File: src/rtl/grey_code_pkg.sv
// Shared constants and pure conversion helpers for the Gray-code block.
// Helpers work on a MaxWidth-wide word; callers zero-extend narrower words,
// which leaves the low bits of every result unchanged.
package grey_code_pkg;

  localparam int unsigned DefaultWidth = 4;
  localparam int unsigned MaxWidth     = 16;

  // Binary to reflected Gray: each bit is the XOR of itself and the bit above.
  function automatic logic [MaxWidth-1:0] bin2gray(input logic [MaxWidth-1:0] b);
    return b ^ (b >> 1);
  endfunction

  // Gray to binary: running XOR from the MSB downwards.
  function automatic logic [MaxWidth-1:0] gray2bin(input logic [MaxWidth-1:0] g);
    logic [MaxWidth-1:0] r;
    r[MaxWidth-1] = g[MaxWidth-1];
    for (int i = MaxWidth - 2; i >= 0; i--) begin
      r[i] = r[i+1] ^ g[i];
    end
    return r;
  endfunction

  // Odd parity: 1 when the word holds an odd number of ones.
  function automatic logic parity(input logic [MaxWidth-1:0] b);
    return ^b;
  endfunction

endpackage

File: src/rtl/grey_code_conv.sv
// Purely combinational Gray conversion and parity.
// With GREY_CODE_DECODE_EN defined, a mode input selects Gray-to-binary.
module grey_code_conv
  import grey_code_pkg::*;
#(
  parameter int unsigned WIDTH = DefaultWidth
) (
  input  logic [WIDTH-1:0] b,
`ifdef GREY_CODE_DECODE_EN
  input  logic             mode,
`endif
  output logic [WIDTH-1:0] g,
  output logic             y
);

  logic [MaxWidth-1:0] b_ext;

  assign b_ext = MaxWidth'(b);

  // Select the conversion direction; encode is the default path.
  always_comb begin
    g = WIDTH'(bin2gray(b_ext));
`ifdef GREY_CODE_DECODE_EN
    if (mode) begin
      g = WIDTH'(gray2bin(b_ext));
    end
`endif
    y = parity(b_ext);
  end

endmodule

File: src/rtl/grey_code.sv
// Gray-code converter with one cycle of latency and a valid flag.
// Optional feature macro: GREY_CODE_DECODE_EN adds the mode port and the
// Gray-to-binary path; without it the block is encode-only.
module grey_code
  import grey_code_pkg::*;
#(
  parameter int unsigned WIDTH = DefaultWidth
) (
  input  logic             clk,
  input  logic             rst_n,
  input  logic             in_valid,
  input  logic [WIDTH-1:0] B,
`ifdef GREY_CODE_DECODE_EN
  input  logic             mode,
`endif
  output logic             out_valid,
  output logic [WIDTH-1:0] G,
  output logic             Y
);

  logic [WIDTH-1:0] conv_g;
  logic             conv_y;
  logic [WIDTH-1:0] g_q;
  logic             y_q;
  logic             valid_q;

  grey_code_conv #(
    .WIDTH (WIDTH)
  ) u_conv (
    .b    (B),
`ifdef GREY_CODE_DECODE_EN
    .mode (mode),
`endif
    .g    (conv_g),
    .y    (conv_y)
  );

  // Capture a result on every valid cycle; hold data otherwise, valid drops.
  always_ff @(posedge clk or negedge rst_n) begin
    if (!rst_n) begin
      g_q     <= '0;
      y_q     <= 1'b0;
      valid_q <= 1'b0;
    end else begin
      valid_q <= in_valid;
      if (in_valid) begin
        g_q <= conv_g;
        y_q <= conv_y;
      end
    end
  end

  assign G         = g_q;
  assign Y         = y_q;
  assign out_valid = valid_q;

endmodule

File: config.mk
export PLATFORM = sky130hd
export DESIGN_NAME = grey_code
export DESIGN_NICKNAME = d
export VERILOG_FILES = /design/src/rtl/grey_code_pkg.sv /design/src/rtl/grey_code_conv.sv /design/src/rtl/grey_code.sv
export SDC_FILE = /design/constraint.sdc
export NUM_CORES = 1
export LEC_CHECK = 0
export ABC_AREA = 1
export CELL_PAD_IN_SITES_DETAIL_PLACEMENT = 0
export CELL_PAD_IN_SITES_GLOBAL_PLACEMENT = 2
export CORE_MARGIN = 3
export CORE_UTILIZATION = 18
export DETAILED_ROUTE_END_ITERATION = 16
export PLACE_DENSITY_LB_ADDON = 0.1
export SLEW_MARGIN = 10
export SYNTH_ARGS = -nofsm -noshare
export SYNTH_HDL_FRONTEND = slang
export SYNTH_SLANG_ARGS = --single-unit
File: constraint.sdc
create_clock -name clk -period 0.8 [get_ports clk]
set_input_delay 0.16 -clock clk [delete_from_list [all_inputs] [get_ports clk]]
set_output_delay 0.16 -clock clk [all_outputs]
set_load 0.05 [all_outputs]
* Word level (Yosys, flattened, before mapping)
Cells that the tools add are included.
** Cells by class
- Bitwise gates (word level) :: 1
- Reduce and logical (&&, ||, !) cells :: 1
** Operators with widths (number)
- $reduce_xor 16->1 :: 1
- $xor 4x3->4 :: 1
** Storage, ports and cells
- Flip-flop bits (word level) :: 6
- Input port bits :: 7
- Output and inout bits :: 6
- Logic and storage cells :: 5

* Logic depth before layout (Yosys ltp)
- Word-level depth :: 1
- Gate-level depth with buffers :: 6
- Mapped depth without buffers :: 6

* Modules after synthesis
From an unflattened synthesis, not the netlist that was laid out.
** Second synthesis, totals
- Cell total of the unflattened synthesis :: 43
- Area, all modules :: 307.8 um2
** Modules (own cells, without submodules)
- grey_code :: area each 210.2 um2, cells an instance 22, seq. area each 150.1 um2, times used 1
- grey_code_conv :: area each 97.6 um2, cells an instance 21, seq. area each 0.0 um2, times used 1

* Worst setup path before layout
Ideal clock, no wire load.
- Kind :: reg-to-reg
- Start point :: register Y (netlist name)
- End point :: register y_q, in the netlist Y
- Cell stages (with the launch flop) :: 5
- Setup time :: 0.116 ns
- Path slack :: -0.121 ns
- Arrival time :: 0.804 ns
- Clock period less this slack :: 0.921 ns
- Cells stage by stage :: dfrtp_1 -> nand2_1 -> nand2_1 -> nand2_1 -> nand2_1
** RTL lines
- end signal: assignment :: line grey_code.sv:48 : y_q <= conv_y;
- end: declaration :: line grey_code.sv:24 : logic y_q;

* Final worst setup path
- Start point :: register g_q[0], in the netlist G[0]
- End point :: output G[0]
** RTL lines
- start: declaration :: line grey_code.sv:23 : logic [WIDTH-1:0] g_q;
- start signal: assignment :: line grey_code.sv:47 : g_q <= conv_g;
- end: declaration :: line grey_code.sv:17 : output logic [WIDTH-1:0] G,
No word-level cell between the ends.

==> reports/qor.yml <==
setup_path:
  cp_num_buf_inv: 1
  path_delay_family: "flip-flops"
  rrSetupSlack_ns: 0.07
  r2r-start: "G[0]"
  crit_type: "reg2out"
  cp_max_fo: 2
  arrival_ns: 0.83
  end_kind: "primary output"
  reg2reg_depth: 1
  cp.required_ns: 0.64
  startpoint_type: "flip-flop"
  crit_chain: "buf_12"
  critPathMaxStageDelay_ns: 0.43
  slowest_stage: "dfrtp_2"
  reg2reg_to: "G[0]"
layout:
  fin_nets: 57
  area_growth_pct: 107
  antenna_cells: 0
  drive_above_1_share_pct: 49.0
  final_cell_area_um2: 529
die:
  die_area_mm2: 0.00191
  core-area_mm2: 0.00122
  die_y_um: 43.7
  num_rows: 12
  dieWidth_um: 43.7
  start_util_pct: 21.0
  io_pins: 13
route:
  vias_per_cell: 4.00
  detail-route-antenna-nets: 0
  dr.pass1.iters: 4
  drc: 0
  wl_um: 637
  wl_per_cell_um: 10.1
  vias: 252
  drt_iter0_markers: 7
global_route:
  grt_util_met2_pct: 14.0
  top_usage_layer: "met2"
  grt_max_degree: 7
  grt_util_all_layers_pct: 9.35
  grt_pass1_vias: 260
  grt-ovfl-total: 0
  grt_use_met3_pct: 4.98
  grtUsageMet1_pct: 8.23
  grt_pass1_wl_um: 1170
  antenna_found_initial: 0
yosys:
  syn_avg_cell_area_um2: 8.80
  yosys_register_bits: 6
  ys_seq_area_share_pct: 58.8
  synth_area_um2: 255
  syn-num-nets: 36
  ys_warn_count: 0
  synthCells: 29
  synthDistinctLibCells: 8
timing:
  min_period_over_period_pct: 124
  setup_viol: 6
  final-hold-violation-count: 0
  slew_viol_final: 0
  worst_slew_pin_slew_ns: 0.281
  fmax_ghz: 1.01
  finalCriticalPeriod_ns: 0.990
  rsz0062_at_grt: "true"
  finalWorstSetupSlack_ns: -0.190
  fin_skew_ns: 0
  setup_tns_ns: -1.03
  max_slew_margin_pct: 81.2
flow_run:
  max-cap-violations: 0
place:
  gp_congestion: 0.698
  place_hpwl_um: 550
  dpl_cell_area_um2: 489
  port_buffers: 12
  dp_worst_setup_slack_ns: -0.409
clock_network:
  cts.sinks: 6
  clk_path_buf_depth: 2
  h-tree-depth: 1
  ctsRootBufferMaster: "clkbuf_4"
  cts_tree: "done"
  numCtsBuffers: 3
  path_clk_slew_ns: 0.05
  cts_setup_buffers: 0
  clk_latency_ns: 0.24
power:
  ir_worst_vdd_v: 0.000698
  total_power_mw: 1.05
  p_leak_nw: 0.259
  power_density_mw_per_mm2: 1990
outcome:
  violations: "setup timing"
  status: "finished with violations"
hold_path:
  worstHoldPathType: "in2async"
routing by layer:
metal,share of wire (%),vias to the layer above,wire length (um)
met4,2.2,0,14
met1,35,112,223
li1,-,129,-
met3,6.8,2,43
met2,56,9,355
met5,0,-,0
kinds of logic after synthesis:
kind of cell    after synthesis  synth area share, %
compound gates                3                 6.86
flops                         6                 58.8
xor+xnor                      2                 6.86
buf+inv                       3                 4.41
simple gates                 15                 23.0
layout make-up:
class | instances | area, um^2
clock buffer | 4 | 26.3
sequential | 6 | 156
tap | 14 | 17.5
multi-input combinational | 20 | 114
fill | 123 | 687
timing repair buffer | 16 | 204
inverter | 3 | 11.3
repair_timing:
| action | 4_1_cts | 5_1_grt |
|---|---|---|
| setup endpoints to repair | 11 | 7 |
| pin swaps | 3 | 3 |
| gates resized for setup | 8 | 2 |
| endpoints found under the hold margin | 0 | 0 |
| hold buffers | 0 | 0 |
worst max-delay path by stage:
stage,start,to,cells past startpoint
2_1_floorplan,Y,Y,4
3_3_place_gp,B[3],Y,5
3_5_place_dp,B[3],Y,5
4_1_cts,G[0],G[0],1
5_1_grt,G[0],G[0],1
6_report,G[0],G[0],1
power breakdown:
group	leakage, nW	total, mW	switching [mW]	internal [mW]
combinational	0.178	0.369	0.186	0.183
clock	0.0150	0.303	0.114	0.189
sequential	0.0663	0.380	0.0371	0.342
total	0.259	1.05	0.337	0.715
Yosys cell counts (all sizes together):
master	count	share of area (%)
o21a	1	2.9
inv	3	4.4
xnor2	2	6.9
nand2	13	19
o21ai	2	3.9
dfrtp	6	59
nand3	2	3.9
through the flow:
step / util (%) / hold slack, ns / instances
floorplan: - / -0.136 / 29
global placement: 40.2 / 0.417 / 59
detailed placement: 40.2 / 0.423 / 59
CTS: 43.1 / 0.154 / 63
global route: 43.5 / 0.160 / 63
finish: 43.5 / 0.158 / 63
flip-flops by register name, indices dropped and copies added (netlist names):
register / flops
G: 4
Y: 1
out_valid: 1
layout by cell type, fill, tap and decap left out, drive strengths merged:
cell           instances
clkdlybuf4s50          1
buf                   10
dlygate4sd2            5
inv                    3
clkbuf                 4
o21ai                  2
nand2                 13
xnor2                  2
o21a                   1
nand3                  2
dfrtp                  6
No activity file was read; power rests on OpenSTA's default activity.
